## src/rtl/pea_stream_tx_pkg.sv

```systemverilog
// Shared types and defaults for the PEA stream transmitter.
package pea_stream_tx_pkg;

    localparam int STREAM_TX_FIFO_DEPTH = 4;

    typedef enum logic [1:0] {
        TX_IDLE  = 2'd0,
        TX_FETCH = 2'd1,
        TX_DRAIN = 2'd2
    } stream_tx_state_t;

    // Occupancy counters must hold the value DEPTH itself, hence one bit more than the pointer.
    function automatic int stream_tx_cnt_width(input int depth);
        return $clog2(depth) + 1;
    endfunction

endpackage

```

## src/rtl/pea_stream_tx_if.sv

```systemverilog
// Memory read port and PE operand stream of one PEA input column.
interface pea_stream_tx_if #(
    parameter int N_BITS = 32,
    parameter int ADDR_W = 32
);

    logic              mem_req;
    logic [ADDR_W-1:0] mem_addr;
    logic              mem_gnt;
    logic              mem_rvalid;
    logic [N_BITS-1:0] mem_rdata;
    logic [N_BITS-1:0] stream_data;
    logic              stream_valid;
    logic              stream_ready;

    modport master (
        output mem_req,
        output mem_addr,
        input  mem_gnt,
        input  mem_rvalid,
        input  mem_rdata,
        output stream_data,
        output stream_valid,
        input  stream_ready
    );

    modport slave (
        input  mem_req,
        input  mem_addr,
        output mem_gnt,
        output mem_rvalid,
        output mem_rdata,
        input  stream_data,
        input  stream_valid,
        output stream_ready
    );

endinterface

```

## src/rtl/pea_stream_tx_fifo.sv

```systemverilog
// Synchronous read-data buffer; the head is read straight from storage registers,
// so nothing combinational reaches it from the write side.
module pea_stream_tx_fifo
    import pea_stream_tx_pkg::*;
#(
    parameter int WIDTH = 32,
    parameter int DEPTH = STREAM_TX_FIFO_DEPTH,
    localparam int PTR_W = $clog2(DEPTH),
    localparam int CNT_W = stream_tx_cnt_width(DEPTH)
) (
    input  logic             clk_i,
    input  logic             rst_i,
    input  logic             push,
    input  logic [WIDTH-1:0] wdata,
    input  logic             pop,
    output logic [WIDTH-1:0] head,
    output logic             empty,
    output logic [CNT_W-1:0] count
);

    logic [WIDTH-1:0] mem [DEPTH];
    logic [PTR_W-1:0] wr_ptr;
    logic [PTR_W-1:0] rd_ptr;
    logic [CNT_W-1:0] cnt;
    logic             full;
    logic             do_push;
    logic             do_pop;

    assign empty   = (cnt == '0);
    assign full    = (cnt == CNT_W'(DEPTH));
    assign count   = cnt;
    assign do_pop  = pop && !empty;
    // A pop frees the slot in the same edge, so push into a full buffer is fine then.
    assign do_push = push && (!full || do_pop);
    assign head    = empty ? '0 : mem[rd_ptr];

    // NOTE: sequential state uses <= so every register samples pre-edge values.
    always_ff @(posedge clk_i) begin
        if (rst_i) begin
            wr_ptr <= '0;
            rd_ptr <= '0;
            cnt    <= '0;
        end else begin
            if (do_push) wr_ptr <= wr_ptr + 1'b1;
            if (do_pop)  rd_ptr <= rd_ptr + 1'b1;
            unique case ({do_push, do_pop})
                2'b10:   cnt <= cnt + CNT_W'(1);
                2'b01:   cnt <= cnt - CNT_W'(1);
                default: cnt <= cnt;
            endcase
        end
    end

    // NOTE: storage is deliberately not reset; pointers and count alone define what is valid.
    always_ff @(posedge clk_i) begin
        if (do_push) mem[wr_ptr] <= wdata;
    end

    assert property (@(posedge clk_i) disable iff (rst_i) !(push && full && !pop));

endmodule

```

## src/rtl/pea_stream_tx.sv

```systemverilog
// Stream transmitter: strided memory fetch into a small buffer, replayed as a PE operand stream.
// Optional build macro PEA_STREAM_TX_REPEAT_EN adds rep_i: each element is presented rep+1 times.
module pea_stream_tx
    import pea_stream_tx_pkg::*;
#(
    parameter int N_BITS     = 32,
    parameter int ADDR_W     = 32,
    parameter int LEN_W      = 16,
    parameter int FIFO_DEPTH = STREAM_TX_FIFO_DEPTH
) (
    input  logic              clk_i,
    input  logic              rst_i,
    input  logic              start_i,
    input  logic [ADDR_W-1:0] base_addr_i,
    input  logic [ADDR_W-1:0] stride_i,
    input  logic [LEN_W-1:0]  len_i,
`ifdef PEA_STREAM_TX_REPEAT_EN
    input  logic [7:0]        rep_i,
`endif
    pea_stream_tx_if.master   bus,
    output logic              busy_o,
    output logic              done_o
);

    localparam int CNT_W = stream_tx_cnt_width(FIFO_DEPTH);
    localparam int SUM_W = CNT_W + 1;

    stream_tx_state_t  state;
    logic [LEN_W-1:0]  len_q;
    logic [ADDR_W-1:0] stride_q;
    logic [ADDR_W-1:0] addr_q;
    logic [LEN_W-1:0]  issued;
    logic [LEN_W-1:0]  sent;
    logic [CNT_W-1:0]  outstanding;
    logic              done_q;

    logic              fifo_empty;
    logic [CNT_W-1:0]  fifo_count;
    logic              credit_ok;
    logic              gnt_fire;
    logic              rsp_fire;
    logic              hs;
    logic              pop;
    logic              last_pop;

    // Buffered plus in-flight words may never exceed the buffer, so every response has a slot.
    // Credit only shrinks through a grant, so a raised request is never withdrawn.
    assign credit_ok = (SUM_W'(fifo_count) + SUM_W'(outstanding)) < SUM_W'(FIFO_DEPTH);

    assign bus.mem_req  = (state == TX_FETCH) && (issued != len_q) && credit_ok;
    assign bus.mem_addr = addr_q;

    assign gnt_fire = bus.mem_req && bus.mem_gnt;
    // Responses to reads abandoned by a reset arrive while idle and are dropped.
    assign rsp_fire = bus.mem_rvalid && (state != TX_IDLE);
    assign hs       = bus.stream_valid && bus.stream_ready;

`ifdef PEA_STREAM_TX_REPEAT_EN
    logic [7:0] rep_q;
    logic [7:0] rep_cnt;

    assign pop = hs && (rep_cnt == rep_q);

    always_ff @(posedge clk_i) begin
        if (rst_i) begin
            rep_q   <= '0;
            rep_cnt <= '0;
        end else if (state == TX_IDLE) begin
            rep_cnt <= '0;
            if (start_i) rep_q <= rep_i;
        end else if (hs) begin
            rep_cnt <= (rep_cnt == rep_q) ? '0 : rep_cnt + 8'd1;
        end
    end
`else
    assign pop = hs;
`endif

    assign last_pop = pop && ((sent + LEN_W'(1)) == len_q);

    pea_stream_tx_fifo #(
        .WIDTH (N_BITS),
        .DEPTH (FIFO_DEPTH)
    ) u_fifo (
        .clk_i (clk_i),
        .rst_i (rst_i),
        .push  (rsp_fire),
        .wdata (bus.mem_rdata),
        .pop   (pop),
        .head  (bus.stream_data),
        .empty (fifo_empty),
        .count (fifo_count)
    );

    assign bus.stream_valid = !fifo_empty;

    always_ff @(posedge clk_i) begin
        if (rst_i) begin
            state       <= TX_IDLE;
            len_q       <= '0;
            stride_q    <= '0;
            addr_q      <= '0;
            issued      <= '0;
            sent        <= '0;
            outstanding <= '0;
            done_q      <= 1'b0;
        end else begin
            done_q <= 1'b0;

            unique case (state)
                TX_IDLE: begin
                    if (start_i) begin
                        len_q    <= len_i;
                        stride_q <= stride_i;
                        addr_q   <= base_addr_i;
                        issued   <= '0;
                        sent     <= '0;
                        if (len_i == '0) done_q <= 1'b1;
                        else             state  <= TX_FETCH;
                    end
                end
                TX_FETCH: begin
                    if (gnt_fire) begin
                        addr_q <= addr_q + stride_q;
                        issued <= issued + LEN_W'(1);
                        if ((issued + LEN_W'(1)) == len_q) state <= TX_DRAIN;
                    end
                end
                TX_DRAIN: begin
                end
                default: state <= TX_IDLE;
            endcase

            if (gnt_fire && !rsp_fire)      outstanding <= outstanding + CNT_W'(1);
            else if (!gnt_fire && rsp_fire) outstanding <= outstanding - CNT_W'(1);

            // The last element can only leave once every request has been granted,
            // so this never collides with the FETCH to DRAIN step above.
            if (pop) begin
                sent <= sent + LEN_W'(1);
                if (last_pop) begin
                    state  <= TX_IDLE;
                    done_q <= 1'b1;
                end
            end
        end
    end

    assign busy_o = (state != TX_IDLE);
    assign done_o = done_q;

endmodule

```

## src/flat_wrapper.sv

```systemverilog
// flat-port wrapper written by rule: the top's interface ports become plain ports
module pea_stream_tx_flat import pea_stream_tx_pkg::*;
#(
    parameter int N_BITS     = 32,
    parameter int ADDR_W     = 32,
    parameter int LEN_W      = 16,
    parameter int FIFO_DEPTH = STREAM_TX_FIFO_DEPTH
)
  (clk_i, rst_i, start_i, base_addr_i, stride_i, len_i, busy_o, done_o, bus_mem_req, bus_mem_addr, bus_mem_gnt, bus_mem_rvalid, bus_mem_rdata, bus_stream_data, bus_stream_valid, bus_stream_ready);
  pea_stream_tx_if #(.N_BITS(N_BITS), .ADDR_W(ADDR_W)) bus_i ();
  input  logic clk_i;
  input  logic rst_i;
  input  logic start_i;
  input  logic [ADDR_W-1:0] base_addr_i;
  input  logic [ADDR_W-1:0] stride_i;
  input  logic [LEN_W-1:0] len_i;
  output logic busy_o;
  output logic done_o;
  output wire logic [$bits(bus_i.mem_req)-1:0] bus_mem_req;
  output wire logic [$bits(bus_i.mem_addr)-1:0] bus_mem_addr;
  input wire logic [$bits(bus_i.mem_gnt)-1:0] bus_mem_gnt;
  input wire logic [$bits(bus_i.mem_rvalid)-1:0] bus_mem_rvalid;
  input wire logic [$bits(bus_i.mem_rdata)-1:0] bus_mem_rdata;
  output wire logic [$bits(bus_i.stream_data)-1:0] bus_stream_data;
  output wire logic [$bits(bus_i.stream_valid)-1:0] bus_stream_valid;
  input wire logic [$bits(bus_i.stream_ready)-1:0] bus_stream_ready;
  assign bus_mem_req = bus_i.mem_req;
  assign bus_mem_addr = bus_i.mem_addr;
  assign bus_i.mem_gnt = bus_mem_gnt;
  assign bus_i.mem_rvalid = bus_mem_rvalid;
  assign bus_i.mem_rdata = bus_mem_rdata;
  assign bus_stream_data = bus_i.stream_data;
  assign bus_stream_valid = bus_i.stream_valid;
  assign bus_i.stream_ready = bus_stream_ready;
  pea_stream_tx #(.N_BITS(N_BITS), .ADDR_W(ADDR_W), .LEN_W(LEN_W), .FIFO_DEPTH(FIFO_DEPTH)) u_core (.clk_i(clk_i), .rst_i(rst_i), .start_i(start_i), .base_addr_i(base_addr_i), .stride_i(stride_i), .len_i(len_i), .bus(bus_i), .busy_o(busy_o), .done_o(done_o));
endmodule
```

## config.mk

```make
export PLATFORM = sky130hd
export DESIGN_NAME = pea_stream_tx_flat
export DESIGN_NICKNAME = d
export VERILOG_FILES = /design/src/rtl/pea_stream_tx_pkg.sv /design/src/rtl/pea_stream_tx_if.sv /design/src/rtl/pea_stream_tx_fifo.sv /design/src/rtl/pea_stream_tx.sv /design/src/flat_wrapper.sv
export SDC_FILE = /design/constraint.sdc
export NUM_CORES = 1
export LEC_CHECK = 0
export ABC_AREA = 1
export CAP_MARGIN = 20
export CORE_UTILIZATION = 40
export DETAILED_ROUTE_END_ITERATION = 7
export PLACE_DENSITY = 0.58
export RECOVER_POWER = 50
export SYNTH_ARGS = -nofsm -noshare
export SYNTH_HDL_FRONTEND = slang
export SYNTH_SLANG_ARGS = --single-unit
export TNS_END_PERCENT = 100
```

## constraint.sdc

```tcl
create_clock -name clk_i -period 3.42 [get_ports clk_i]
set_clock_uncertainty 0.05 [all_clocks]
set_input_delay 0.513 -clock clk_i [delete_from_list [all_inputs] [get_ports clk_i]]
set_output_delay 0.513 -clock clk_i [all_outputs]
set_load 0.02 [all_outputs]
```

==> results.md, run 1 <==
- First-pass GRT wire length: between 50 and 60 mm
- EDFF count, synth: 128
- Antenna Nets Post-Route: 0
- Comb pwr share: 0.305
- Dominant cell by count in the synthesized netlist: sky130_fd_sc_hd__nor2_1
- Transition time at the pin with the least slew margin: 1.11 ns
- Setup ws final: a little over 0.2 ns
- Count of cells resized by post-cts repair: 0
- Number of buffer and inverter instances along the worst setup path: 2
- Peak per-stage delay on the critical path: 0.64 ns
- Overall die width: 183 um
- Routability Congestion: roughly 0.9
- Initial Util: 0.410
- Worst-Skew Late Latency: 0.54 ns
- Count of hold buffers inserted by post-cts repair: 0
- Average wire per standard cell: approximately 16 um
- Clock network power share: 0.328
- Max transition margin: 0.262
- Final HPWL from detailed placement: roughly 26 mm
- Post-layout nets: just under 2000
- Top cell type by total area after synthesis: sky130_fd_sc_hd__edfxtp_1
- Mapped cell area: 0.0131 mm^2
- Total overflow reported by the global router: 0
- Dominant register cell in the synthesized netlist: sky130_fd_sc_hd__edfxtp_1
- Gate family responsible for the most delay along the worst path: buffers and inverters
- Crit path launch type: flip-flop
- Synth cell count leaders: 315 x sky130_fd_sc_hd__nor2_1, 251 x sky130_fd_sc_hd__nand2_1, 193 x sky130_fd_sc_hd__o21ai_0
- Port Buffers: roughly 190
- Peak supply drop: 0.416 mV
- Proportion of layout cells with a drive suffix above 1: 0.0584
- Worst Path Class, Setup: flip-flop to output pin
- Asr flop ratio synth: 0
- Number of detailed-routing iterations run before antenna repair: 8
- Detailed-route vias per instance: approximately 5.1
- Total global-route track usage: 0.215
- Worst hold-check path type: flip-flop to flip-flop
- Portion of total power attributed to sequential cells: 0.367
- CTS HTree Levels: 1
- Power density relative to cell area: 597 mW/mm^2
- Average cell area after synthesis: 8.08 um^2
- Die area: roughly 0.033 mm^2
- RSZ-0062 raised after global routing: false
- Crit path cell chain: buf_4, nor2_1, nor2_1, o21ai_0, a21oi_1, clkdlybuf4s50_1
- CTS root buf: sky130_fd_sc_hd__clkbuf_16
- Flop and latch count out of synthesis: around 260
- I/O pin total: between 150 and 200
- Maximum number of pins on one net before global-route repair: between 60 and 70
- Final hold violation count: 0
- Setup TNS Final: 0 ns
- Number of maximum-capacitance constraint violations: 0
- Worst endpoint required time: about 2.9 ns
- CORE AREA: 0.0319 mm^2
- Worst Path Arrival: about 2.7 ns
- DRC errors left: 0
- Total routed wirelength: 36.1 mm
- Slowest library cell on the worst path: sky130_fd_sc_hd__clkdlybuf4s50_1
- Gate Count Post-Synth: ~1600
- Fraction of power spent switching nets: 0.329
- Internal power contribution: 0.00657 W
- Net count of the mapped netlist: 1779
- Result of the run: complete, no violations
- Final count of pins violating max slew: 0
- Switching power total: ~0.0032 W
- Number of warnings printed during yosys synthesis: 0
- Die span in y: roughly 180 um
- Post-CTS Setup Inserts: 0
- Maximum buffer depth of the clock tree: 3
- Final min period: about 3.2 ns
- Total clock buffers created by CTS: 29
- Via count of the first global-routing pass: between 10000 and 15000
- Portion of the post-synthesis area used by sequential elements: 0.488
- Row count: 65
- Crit path max fanout: 28
- Maximum clock frequency: between 0.3 and 0.4 GHz
- Post-placement setup slack: roughly 0.77 ns
- Leakage component of the power: just over 6 nW
- Kind of end point of the critical path: output pin
- Number of DRC violations after detailed-routing iteration 0: slightly below 800
- CTS Sinks: 255
- Post-route fraction of the period consumed by the critical path: 0.940
- Fraction of synthesized cell area taken by the top area cell type: 0.294
- Clock transition time at the flip-flop clock pins of the worst setup and hold paths: approximately 0.060 ns
- Antenna violations before repair: 1
- Area grow syn2layout: 25.5%
- TritonCTS clock tree: done
- CP dominant cell by count: sky130_fd_sc_hd__nor2_1
- Cell types with the largest area share after synthesis: sky130_fd_sc_hd__edfxtp_1 29%, sky130_fd_sc_hd__dfxtp_1 19%, sky130_fd_sc_hd__nor2_1 9.0%
- Via total after detailed routing: 11400
- Endpoints failing setup: 0
- Number of unique standard cell types used by synthesis: 48
## metrics by stage
stage                     hold WS [ns]  area [um^2]  total power [W]   util  std cells
after floorplan                  0.386        13100          0.00538      -       1618
after global placement           0.407        15400          0.00665  0.485       2198
after detailed placement         0.411        15400          0.00667  0.485       2198
after CTS                        0.420        16500          0.00991  0.516       2251
after global routing             0.441        16400           0.0103  0.515       2252
final                            0.420        16400          0.00980  0.515       2252
## per-layer routing
| metal | wire length (um) | share of wire | vias to the layer above | GRT usage |
|---|---|---|---|---|
| li1 | - | - | 5830 | - |
| met1 | 16400 | 0.45 | 5207 | 0.283 |
| met2 | 16600 | 0.46 | 321 | 0.360 |
| met3 | 2040 | 0.057 | 64 | 0.0324 |
| met4 | 1060 | 0.029 | 0 | 0.0730 |
| met5 | 0 | 0 | - | 0 |
## power groups by stage
stage | Combinational (W) | Clock [W] | Sequential [W]
6_report | 0.00299 | 0.00321 | 0.00359
5_1_grt | 0.00330 | 0.00341 | 0.00362
4_1_cts | 0.00303 | 0.00329 | 0.00359
3_5_place_dp | 0.00302 | 0 | 0.00366
3_3_place_gp | 0.00299 | 0 | 0.00365
2_1_floorplan | 0.00173 | 0 | 0.00365
## sequential cells by signal, summed over array words and instances (netlist names), named ones only
| register | cells |
|---|---|
| u_core.bus.mem_addr | 32 |
| u_core.done_o | 1 |
| u_core.issued | 16 |
| u_core.len_q | 16 |
| u_core.outstanding | 3 |
| u_core.sent | 16 |
| u_core.state | 2 |
| u_core.stride_q | 32 |
| u_core.u_fifo.count | 3 |
| u_core.u_fifo.mem | 128 |
| u_core.u_fifo.rd_ptr | 2 |
| u_core.u_fifo.wr_ptr | 2 |
## cells in the final DEF (no fill, tap or decap), drive strengths merged, types with 6 or more instances in the layout
cell and instances:
dlygate4sd3 33, nand3b 7, edfxtp 128, nor2 321, inv 109, clkinv 11
nand2 256, or2 6, nor3 18, clkdlybuf4s50 152, clkbuf 42, a21oi 180
nand4 16, nor4 7, buf 20, xor2 22, nand3 57, xnor2 21
o21ai 196, ha 40, dfxtp 127
## logic make-up after synthesis
| logic type | after synthesis | share of synthesized area |
|---|---|---|
| adders and majority gates | 43 | 0.0429 |
| xor gates and xnor gates | 46 | 0.0345 |
| buffers and inverters | 177 | 0.0534 |
| DFF | 255 | 0.488 |
| and+or+nand+nor | 695 | 0.222 |
| AOI/OAI and AO/OA | 402 | 0.159 |
## final cells by class
type	instances	area, um^2
inverters	110	413
clock buffers	35	798
diodes	1	2.50
multi-input cells	1186	6000
fillers	3119	15500
repair buffers	212	2060
clock inverters	18	206
well taps	435	544
flip-flops and latches	255	6390
## final timing paths
kind                                         from  slack, ns  cells past startpoint                    endpoint
min reg2reg  u_core.u_fifo.rd_ptr[1]$_SDFFE_PP0P_       0.42                      2                   flip-flop
min          u_core.u_fifo.rd_ptr[1]$_SDFFE_PP0P_       0.42                      2                   flip-flop
max reg2reg            u_core.state[0]$_SDFF_PP0_       0.69                      8  u_core.state[0]$_SDFF_PP0_
max                                     flip-flop       0.21                      6         bus_stream_data[16]
## worst min-delay path, cell delays in order (launching register included)
cell and delay (ns):
sky130_fd_sc_hd__dfxtp_1 0.29, sky130_fd_sc_hd__inv_1 0.05, sky130_fd_sc_hd__a21oi_1 0.07
(Power assumes the default switching activity.)
==> run 2, diff against run 1 <==
--- a/config.mk
+++ b/config.mk
@@ -5,7 +5,7 @@
 export SDC_FILE = /design/constraint.sdc
 export NUM_CORES = 1
 export LEC_CHECK = 0
-export ABC_AREA = 1
+export ABC_AREA = 0
 export CAP_MARGIN = 20
 export CORE_UTILIZATION = 40
 export DETAILED_ROUTE_END_ITERATION = 7
==> run 2 against run 1 <==
Compared with the run above: flip-flop and latch count unchanged; first-iteration DRC count decreased by 39%; fmax increased by 0.98%; critical endpoint is now bus_mem_req; non-clock buffer count decreased by 4; critical path depth decreased by 1.
==> results.md, run 2 <==
- Synth Area in Simple Gates: 0.173
- Dominant combinational cell family by area after synthesis: simple AND/OR/NAND/NOR gates
- Most common library cell in the layout ignoring fill and taps: sky130_fd_sc_hd__nand2_1
- Number of non-filler instances in the completed layout: 1843
- Worst hold-check path type: flip-flop to flip-flop
- Total routed wirelength: around 32 mm
- First-pass GRT wire length: between 50 and 60 mm
- Adder-Cell Fraction of Synth Area: 0.0436
- Peak per-stage delay on the critical path: approximately 0.58 ns
- Final HPWL from detailed placement: about 22 mm
- Number of warnings printed during yosys synthesis: 0
- Fraction of synthesized cell area taken by the top area cell type: 0.299
- Synth Area in XOR/XNOR: 0.0613
- Initial Util: 0.407
- Dominant register cell in the synthesized netlist: sky130_fd_sc_hd__edfxtp_1
- Maximum clock frequency: 0.314 GHz
- Net count of the mapped netlist: about 1400
- Worst-Skew Late Latency: around 0.54 ns
- Complex-gate fraction of the synthesized area: 0.130
- Asr flop ratio synth: 0
- Detailed-route vias per instance: roughly 5.3
- Cell types with the largest area share after synthesis: sky130_fd_sc_hd__edfxtp_1 30%, sky130_fd_sc_hd__dfxtp_1 20%, sky130_fd_sc_hd__mux4_2 5.6%
- Via total after detailed routing: 9830
- Slowest library cell on the worst path: sky130_fd_sc_hd__clkdlybuf4s50_1
- Post-layout nets: 1580
- Register name with the most flops: u_core.u_fifo.mem
- Post-CTS Setup Inserts: 0
- Proportion of layout cells with a drive suffix above 1: 0.0874
- Die area: approximately 0.033 mm^2
- Flop and latch count out of synthesis: about 260
- TritonCTS clock tree: done
- Row count: 65
- Top cell type by total area after synthesis: sky130_fd_sc_hd__edfxtp_1
- Peak supply drop: 0.384 mV
- Dominant cell by count in the synthesized netlist: sky130_fd_sc_hd__nand2_1
- CTS HTree Levels: 1
- Total clock buffers created by CTS: 29
- Average cell area after synthesis: 10.2 um^2
- CTS Sinks: 255
- Total overflow reported by the global router: 0
- Worst Path Arrival: between 2 and 3 ns
- Final min period: ~3.2 ns
- Final count of pins violating max slew: 0
- Mapped cell area: about 0.013 mm^2
- Worst endpoint required time: 2.86 ns
- Overall die width: between 150 and 200 um
- Crit path max fanout: 12
- Multiplexer fraction of the synthesized cell area: 0.0609
- Maximum number of pins on one net before global-route repair: 77
- Flip-flop count of the largest register after layout: approximately 130
- Result of the run: complete, no violations
- Crit path launch type: flip-flop
- Kind of end point of the critical path: output pin
- I/O pin total: 186
- Post-route fraction of the period consumed by the critical path: 0.931
- Antenna diode count: 0
- Antenna Nets Post-Route: 0
- Number of maximum-capacitance constraint violations: 0
- Worst Path Class, Setup: flip-flop to output pin
- Routability Congestion: between 0.8 and 0.9
- Total global-route track usage: 0.197
- Final hold violation count: 0
- EDFF count, synth: about 130
- Via count of the first global-routing pass: 9686
- Max transition margin: 0.232
- Leakage component of the power: 5.75 nW
- Clock transition time at the flip-flop clock pins of the worst setup and hold paths: approximately 0.060 ns
- Count of cells resized by post-cts repair: 0
- Endpoints failing setup: 0
- Crit path cell chain: xnor2_1, nand4_1, nor4_2, a21oi_1, clkdlybuf4s50_1
- Most used cells in the layout excluding fill and tap cells: 173 x sky130_fd_sc_hd__nand2_1, 150 x sky130_fd_sc_hd__clkdlybuf4s50_1, 128 x sky130_fd_sc_hd__edfxtp_1, 126 x sky130_fd_sc_hd__dfxtp_1, 115 x sky130_fd_sc_hd__a21oi_1
- Number of unique standard cell types used by synthesis: 73
- Number of cells in the design after placement: 1790
- DRC errors left: 0
- RSZ-0062 raised after global routing: false
- Number of detailed-routing iterations run before antenna repair: 7
- Gate Count Post-Synth: around 1300
- Transition time at the pin with the least slew margin: approximately 1.2 ns
- Antenna violations before repair: 1
- Portion of the post-synthesis area used by sequential elements: 0.497
- CORE AREA: between 0.03 and 0.04 mm^2
- Power density relative to cell area: roughly 620 mW/mm^2
- Number of DRC violations after detailed-routing iteration 0: ~470
- Count of hold buffers inserted by post-cts repair: 0
- Maximum buffer depth of the clock tree: 3
- Setup TNS Final: 0 ns
- Port Buffers: 185
- Die span in y: about 180 um
- CTS root buf: sky130_fd_sc_hd__clkbuf_16
- Area grow syn2layout: 24.6%
- Average wire per standard cell: between 15 and 20 um
- Synth cell count leaders: 174 x sky130_fd_sc_hd__nand2_1, 128 x sky130_fd_sc_hd__edfxtp_1, 127 x sky130_fd_sc_hd__dfxtp_1
- Number of inserted filler cells in the final layout: approximately 3000
## run 2: cell count changes in the layout (fill, tap and decap cells not counted), moves of 15 or more
cell and delta:
sky130_fd_sc_hd__a211oi_1 +20, sky130_fd_sc_hd__a21oi_1 -62, sky130_fd_sc_hd__and2_1 +34, sky130_fd_sc_hd__inv_1 -80
sky130_fd_sc_hd__mux4_2 +32, sky130_fd_sc_hd__nand2_1 -78, sky130_fd_sc_hd__nand3_1 -33, sky130_fd_sc_hd__nor2_1 -200
sky130_fd_sc_hd__nor3_1 +15, sky130_fd_sc_hd__o21ai_0 -152, sky130_fd_sc_hd__xnor2_1 +39
## run 2: final timing paths
path	startpoint	to	slack [ns]	cells after the start
min reg2reg	u_core.stride_q[9]$_SDFFE_PP0P_	u_core.stride_q[9]$_SDFFE_PP0P_	0.41	2
max	u_core.issued[6]$_SDFFE_PP0P_	bus_mem_req	0.24	5
min	u_core.stride_q[9]$_SDFFE_PP0P_	u_core.stride_q[9]$_SDFFE_PP0P_	0.41	2
max reg2reg	u_core.bus.mem_addr[0]$_SDFFE_PP0P_	u_core.bus.mem_addr[24]$_SDFFE_PP0P_	0.45	10
## run 2: layout make-up
class | count | area, um^2 | share of cell area
Multi-Input combinational cell | 904 | 6030 | 0.377
Clock buffer | 36 | 785 | 0.0490
Inverter | 21 | 78.8 | 0.00492
Timing Repair Buffer | 208 | 2030 | 0.127
Clock inverter | 17 | 191 | 0.0120
Sequential cell | 255 | 6390 | 0.399
Tap cell | 402 | 503 | 0.0314
## run 2: kinds of logic after synthesis
kind of cell    Yosys count
buf+inv                  97
fa+ha+maj                43
flops                   255
simple gates            469
mux                      38
xor+xnor                 89
compound gates          265
## run 2: stage by stage
step | worst slack (ns) | hold slack (ns) | power (W) | instance area [um^2] | util
CTS | 0.193 | 0.409 | 0.0101 | 16100 | 0.509
global placement | 0.525 | 0.398 | 0.00686 | 15100 | 0.479
floorplan | 0.543 | 0.390 | 0.00560 | 12800 | -
finish | 0.237 | 0.409 | 0.00991 | 16000 | 0.507
global route | 0.138 | 0.426 | 0.0105 | 16000 | 0.507
detailed placement | 0.472 | 0.401 | 0.00688 | 15100 | 0.479
## run 2: where the power goes
group / internal, W / switching [W]
registers: 0.00340 / 0.000151
clock network: 0.00192 / 0.00123
logic: 0.00149 / 0.00172
## run 2: critical path, delay by kind of cell (launching register included)
family	cells	cell delay (ns)
AND/OR/NAND/NOR	2	0.55
buffers and inverters	1	0.58
XOR/XNOR	1	0.18
flip-flops	1	0.57
AO/OA/AOI/OAI	1	0.21
## run 2: routing by layer
layer	up-vias	global-route usage	part of all wire
met4	2	0.0400	0.016
li1	4862	-	-
met5	-	0	0.00040
met2	243	0.320	0.45
met3	45	0.0415	0.060
met1	4678	0.271	0.47
==> run 3, diff against run 2 <==
--- a/config.mk
+++ b/config.mk
@@ -7,6 +7,7 @@
 export LEC_CHECK = 0
 export ABC_AREA = 0
 export CAP_MARGIN = 20
+export CORE_MARGIN = 1
 export CORE_UTILIZATION = 40
 export DETAILED_ROUTE_END_ITERATION = 7
 export PLACE_DENSITY = 0.58
==> results of run 3 <==
Final layout, timing and power as in run 2 (identical DEF).
